[config.mk]
export PLATFORM = sky130hd
export DESIGN_NAME = qspi_mem_ctrl
export DESIGN_NICKNAME = d
export VERILOG_FILES = /design/src/rtl/qspi_mem_ctrl.sv
export SDC_FILE = /design/constraint.sdc
export NUM_CORES = 1
export LEC_CHECK = 0
export CORE_MARGIN = 5
export CORE_UTILIZATION = 30
export DETAILED_ROUTE_END_ITERATION = 12
export GPL_ROUTABILITY_DRIVEN = 0
export PLACE_DENSITY = 0.58
export SYNTH_ARGS = -nofsm -noshare
export SYNTH_HDL_FRONTEND = slang
export SYNTH_SLANG_ARGS = --single-unit
[constraint.sdc]
create_clock -name clock -period 3.15 [get_ports clock]
set_input_delay 0.63 -clock clock [delete_from_list [all_inputs] [get_ports clock]]
set_output_delay 0.63 -clock clock [all_outputs]
set_load 0.1 [all_outputs]
[src/rtl/qspi_mem_ctrl.sv]
// qspi_mem_ctrl: turns single-word core read/write requests into QPI PSRAM transactions on four pads
// Optional feature macro: QSPI_MEM_CTRL_QPI_INIT_EN (send SPI-mode enter-QPI opcode 8'h35 after reset)
// Ports:
//   clock, reset_n           system clock, asynchronous active-low reset
//   req_valid/req_ready      request handshake; req_ready is high only in IDLE
//   req_write/addr/wdata     request fields, latched on accept
//   resp_valid/resp_rdata    one-cycle completion pulse with read data (0 for writes)
//   qspi_sclk, qspi_cs_n     serial clock (system clock / 2) and chip select
//   qspi_dir/out/in          per-pad direction (1 = drive), drive data and sampled data
module qspi_mem_ctrl #(
    parameter int         ADDR_W       = 24,
    parameter int         DUMMY_CYCLES = 6,
    parameter int         CS_HIGH_CLKS = 2,
    parameter logic [7:0] RD_CMD       = 8'hEB,
    parameter logic [7:0] WR_CMD       = 8'h38
) (
    input  logic              clock,
    input  logic              reset_n,
    input  logic              req_valid,
    output logic              req_ready,
    input  logic              req_write,
    input  logic [ADDR_W-1:0] req_addr,
    input  logic [31:0]       req_wdata,
    output logic              resp_valid,
    output logic [31:0]       resp_rdata,
    output logic              qspi_sclk,
    output logic              qspi_cs_n,
    output logic [3:0]        qspi_dir,
    output logic [3:0]        qspi_out,
    input  logic [3:0]        qspi_in
);
    localparam int         TXW     = 8 + ADDR_W + 32;
    localparam logic [4:0] CMD_LD  = 5'd1;
    localparam logic [4:0] ADDR_LD = 5'(ADDR_W / 4 - 1);
    localparam logic [4:0] DUM_LD  = 5'(DUMMY_CYCLES - 1);
    localparam logic [4:0] DATA_LD = 5'd7;
    // The IDLE cycle that accepts the next request also keeps cs_n high, so DONE
    // covers the rest of the CS-high gap (but always lasts at least one cycle).
    localparam logic [4:0] DONE_LD = 5'((CS_HIGH_CLKS > 1 ? CS_HIGH_CLKS - 1 : 1) - 1);

    typedef enum logic [3:0] {IDLE, CMD, ADDR, DUMMY, DATA, DONE, PRE, INIT, POST} state_t;

`ifdef QSPI_MEM_CTRL_QPI_INIT_EN
    localparam logic [4:0] GAP_LD = 5'(CS_HIGH_CLKS - 1);
    localparam logic [7:0] QPI_EN = 8'h35;
    localparam state_t     RST_ST = PRE;
    localparam logic [4:0] RST_CNT = GAP_LD;
`else
    localparam state_t     RST_ST = IDLE;
    localparam logic [4:0] RST_CNT = 5'd0;
`endif

    state_t           state, state_n;
    logic [4:0]       cnt, cnt_n;
    logic             phase;
    logic             wr;
    logic [TXW-1:0]   tx;
    logic             act;
    logic             last;

    // act: states that run SCLK with cs_n low
`ifdef QSPI_MEM_CTRL_QPI_INIT_EN
    assign act = state inside {CMD, ADDR, DUMMY, DATA, INIT};
`else
    assign act = state inside {CMD, ADDR, DUMMY, DATA};
`endif
    assign last = act && phase && cnt == 5'd0;

    always_ff @(posedge clock or negedge reset_n) begin
        if (!reset_n) begin
            state      <= RST_ST;
            cnt        <= RST_CNT;
            phase      <= 1'b0;
            wr         <= 1'b0;
            tx         <= '0;
            resp_valid <= 1'b0;
            resp_rdata <= '0;
        end else begin
            state      <= state_n;
            cnt        <= cnt_n;
            phase      <= act ? ~phase : 1'b0;
            resp_valid <= state == DATA && last;
            // tx holds {opcode, addr, wdata}; its top nibble is always the one on the pads
            if (req_valid && req_ready) begin
                tx <= {req_write ? WR_CMD : RD_CMD, req_addr, req_wdata};
                wr <= req_write;
            end else if (phase && state inside {CMD, ADDR, DATA})
                tx <= tx << 4;
            // resp_rdata doubles as the read shift register; cleared so writes report 0
            if (req_valid && req_ready)
                resp_rdata <= '0;
            else if (phase && state == DATA && !wr)
                resp_rdata <= {resp_rdata[27:0], qspi_in};
        end
    end

    always_comb begin
        state_n   = state;
        cnt_n     = (act && !phase) ? cnt : cnt - 5'd1;
        req_ready = state == IDLE;
        qspi_cs_n = !act;
        qspi_sclk = act && phase;
        qspi_dir  = 4'h0;
        qspi_out  = 4'h0;
        case (state)
            IDLE: if (req_valid) begin
                state_n = CMD;
                cnt_n   = CMD_LD;
            end
            CMD: begin
                qspi_dir = 4'hF;
                qspi_out = tx[TXW-1 -: 4];
                if (last) begin
                    state_n = ADDR;
                    cnt_n   = ADDR_LD;
                end
            end
            ADDR: begin
                qspi_dir = 4'hF;
                qspi_out = tx[TXW-1 -: 4];
                if (last) begin
                    state_n = wr ? DATA : DUMMY;
                    cnt_n   = wr ? DATA_LD : DUM_LD;
                end
            end
            DUMMY: if (last) begin
                state_n = DATA;
                cnt_n   = DATA_LD;
            end
            DATA: begin
                qspi_dir = {4{wr}};
                qspi_out = wr ? tx[TXW-1 -: 4] : 4'h0;
                if (last) begin
                    state_n = DONE;
                    cnt_n   = DONE_LD;
                end
            end
            DONE: if (cnt == 5'd0) state_n = IDLE;
`ifdef QSPI_MEM_CTRL_QPI_INIT_EN
            PRE: if (cnt == 5'd0) begin
                state_n = INIT;
                cnt_n   = 5'd7;
            end
            INIT: begin
                qspi_dir = 4'b0001;
                qspi_out = {3'b000, QPI_EN[cnt[2:0]]};
                if (last) begin
                    state_n = POST;
                    cnt_n   = GAP_LD;
                end
            end
            POST: if (cnt == 5'd0) state_n = IDLE;
`endif
            default: state_n = IDLE;
        endcase
    end
endmodule
==> summary by stage <==
GRT
The wire length of the first global-routing pass is 20.45 mm. The number of global-route vias before repair is 4110. The initial antenna violation count is 0.

Entering global routing, the biggest net connects 65 pins. Global routing used around 14% of the available tracks across all layers. The overall overflow remaining after global route is 0.

Die
The number of core rows is 46. Measured along the x axis, the die boundary spans 137.3 um. The starting density of the core is ~31%. In this run the standard cell core region covers ~16000 um2. The die area is 18860 um2. The vertical extent of the die is 137.3 um. During I/O placement, the number of pins put on the boundary was 108.

Timing
For the pin with the worst max-slew slack, the measured transition is 797.4 ps. The worst max-slew margin expressed relative to the limit is 46.70%. The clock period could shrink to 2831 ps. The count of pins over their slew limit is 0. Clock skew on the completed layout was measured at 3.406 ps. Setup slack on the critical path of the routed design comes to 319.4 ps. The peak clock frequency supported by timing is 0.3533 GHz. Setup repair after global routing left no endpoint under its margin.

The share of the clock period used by the worst path is 89.86%. The number of hold violations in the final report is 0. The tightest hold path in the finished design has a slack of 255.4 ps. Setup violations remaining at the end of the flow were counted as 0. The summed negative setup slack over all endpoints is 0 ps.

Finish
The final instance count without filler cells is roughly 840. The final antenna diode count is 0. In the layout the commonest cells are sky130_fd_sc_hd__nand2_1, sky130_fd_sc_hd__nand3_1, sky130_fd_sc_hd__dfrtp_1. The core utilization of the finished layout is 40.41%. The area added between synthesis and finish is 31.94%.

The post-route netlist has 13.90% of its cells at a drive strength greater than 1. After routing the design area is between 6000 and 7000 um2. After the last flow step, the layout net total stands at 686. The most frequent standard cell in the layout excluding fill and tap cells is sky130_fd_sc_hd__nand2_1.

Setup path
The cell count of the worst reg-to-reg path is 5. The required time of the critical path is 2520 ps. At the worst endpoint, the arrival time is 2200 ps. The worst setup path is launched from a flip-flop. In this run the worst path has a maximum fanout of 15.

The startpoint identified for the worst register-to-register timing path is state[0]. The endpoint kind of the worst setup timing path is an output port. The endpoint identified for the worst register-to-register timing path is resp_rdata[28]. The flop-to-flop setup slack is approximately 830 ps. The critical path in this run is classified as reg2out.

Run status
The run finished with clean final reports.

Drt
The routed length per instance is 14.99 um. The first detailed-routing pass took 4 iterations. The total wire length is 12.62 mm. The count of nets left with antenna violations once routing finished came out at 0. The first routing iteration left 360 violations. The total DRC errors in the routed layout is 0. The average vias per placed instance is slightly below 5. Detailed routing inserted a total of around 4100 vias.

CTS
TritonCTS built the clock tree. In this run, post-CTS hold repair placed 0 buffers. The clock transition time at the flip-flop clock pins of the worst setup and hold paths is 70 ps. The total clock sinks is 107. The number of cells upsized or downsized after cts is 0. The number of post-CTS setup repair buffers is 0. The maximum buffer depth of the clock tree is 2. Counting the buffers created by CTS gives 9.

The H-tree was split into 3 levels. The source-to-sink clock delay at the later pin of the worst-skew pair is roughly 350 ps. The library cell used as clock root buffer is sky130_fd_sc_hd__clkbuf_16.

Power and ir drop
For this design the static power due to leakage is 2.971 nW. Sequential cells burn between 30% and 40% of the power. For this design the ratio of total power to cell area is 1086 nW/um2. In this run switching power makes up between 40% and 50% of total power. The switching power total is 3.271 mW. The clock network is responsible for 17.7% of the overall power.

The worst-case IR drop observed on VDD is 590.9 uV. The power share of the combinational group is between 50% and 60%. The internal power consumption is 3.698 mW. The overall power after layout is approximately 7.0 mW.

Run
The number of max-cap violations is 0.

Yosys
When the netlist entered floorplanning its net count stood at roughly 600. The mean instance size in the synthesized netlist is 9.076 um2. The post-synthesis register bit count is 107. In the synthesized netlist the async set-or-reset flop fraction comes to 100.0%. The netlist uses 41 different library cells. The number of synthesis warnings is 0.

The sequential share of the synthesized area is 55.04%. The gate count of the mapped netlist is 536. The number of synthesized flops with an enable pin is 0.

The post-synth design cell area is 4865 um2. For this run, the leading register cell type out of synthesis is sky130_fd_sc_hd__dfrtp_1.

Placed design
The number of cells in the design after placement is around 830. After detailed placement, the total cell area comes to 6092 um2. After legalization and detailed placement, the total HPWL measured between 8 and 9 mm.

Buffers placed on the I/O ports in this run total 107. The pre-CTS worst setup slack is a little over 700 ps.

Min path
The kind of path behind the tightest hold check is in2async.
per-layer routing:
layer  track usage [%]  part of all wire [%]  vias up
met5                 0                     0        -
met4             4.157                   1.2        0
met3             3.433                   6.4       12
met2             21.74                    47      109
met1             18.20                    46     2008
li1                  -                     -     1998
flip-flops by register name, summed over array words and instances, names as in the netlist:
register    cells
cnt             5
phase           1
resp_rdata     32
resp_valid      1
state           3
tx             64
wr              1
worst max-delay path, stage by stage, from the launching register on:
cell and delay (ps):
sky130_fd_sc_hd__dfrtp_1 660, sky130_fd_sc_hd__nor2b_1 380, sky130_fd_sc_hd__a211o_1 210, sky130_fd_sc_hd__nand2_1 70, sky130_fd_sc_hd__inv_1 300, sky130_fd_sc_hd__buf_12 230
cell families (layout without fill, tap and decap cells):
group           after synthesis  after routing  synth area share [%]
simple gates                308            308                 28.76
mux                           2              2                0.4372
xor+xnor                      2              2                0.3601
flops                       107            107                 55.04
compound gates               65             65                 9.954
fa+ha+maj                     1              1                0.2572
buf+inv                      51            141                 5.195
worst max path at each step:
stage,to,depth (start not counted),slack (ps),start
after global placement,qspi_dir[0],5,770,state[1]
after global routing,qspi_dir[2],5,200,state[1]
after CTS,qspi_dir[0],5,320,state[1]
after detailed placement,qspi_dir[0],5,720,state[1]
final,qspi_dir[0],5,320,state[1]
after floorplan,qspi_sclk,4,80,state[0]
synth_stat cells, drive strengths merged, types with 2 or more instances:
cell,number,area [um2]
a211o,2,17.52
a21oi,19,95.09
a22o,19,166.4
and2,2,12.51
and3,8,50.05
buf,32,181.4
clkbuf,14,52.55
dfrtp,107,2678
inv,5,18.77
nand2,152,570.6
nand3,111,555.5
nand3b,2,15.01
nor2,12,52.55
nor2b,4,27.53
nor3,11,66.32
nor3b,2,15.01
nor4,2,12.51
o211ai,4,30.03
o21ai,7,38.79
o21bai,2,15.01
o221ai,2,17.52
o31ai,3,22.52
xor2,2,17.52
power groups by stage:
stage	clock network [mW]	registers, mW	logic (mW)
after detailed placement	0	2.22	3.57
after CTS	1.28	2.20	3.58
final	1.23	2.20	3.53
after floorplan	0	2.65	2.15
after global placement	0	2.21	3.52
after global routing	1.33	2.26	3.79
layout make-up:
cell class,count,area [um2]
Clock inverter,7,101.3
Sequential cell,107,2678
Fill cell,1621,9467
Timing Repair Buffer,120,1181
Inverter,5,18.77
Multi-Input combinational cell,378,1944
Tap cell,216,270.3
Clock buffer,9,225.2
No activity file was read; power rests on OpenSTA's default activity.
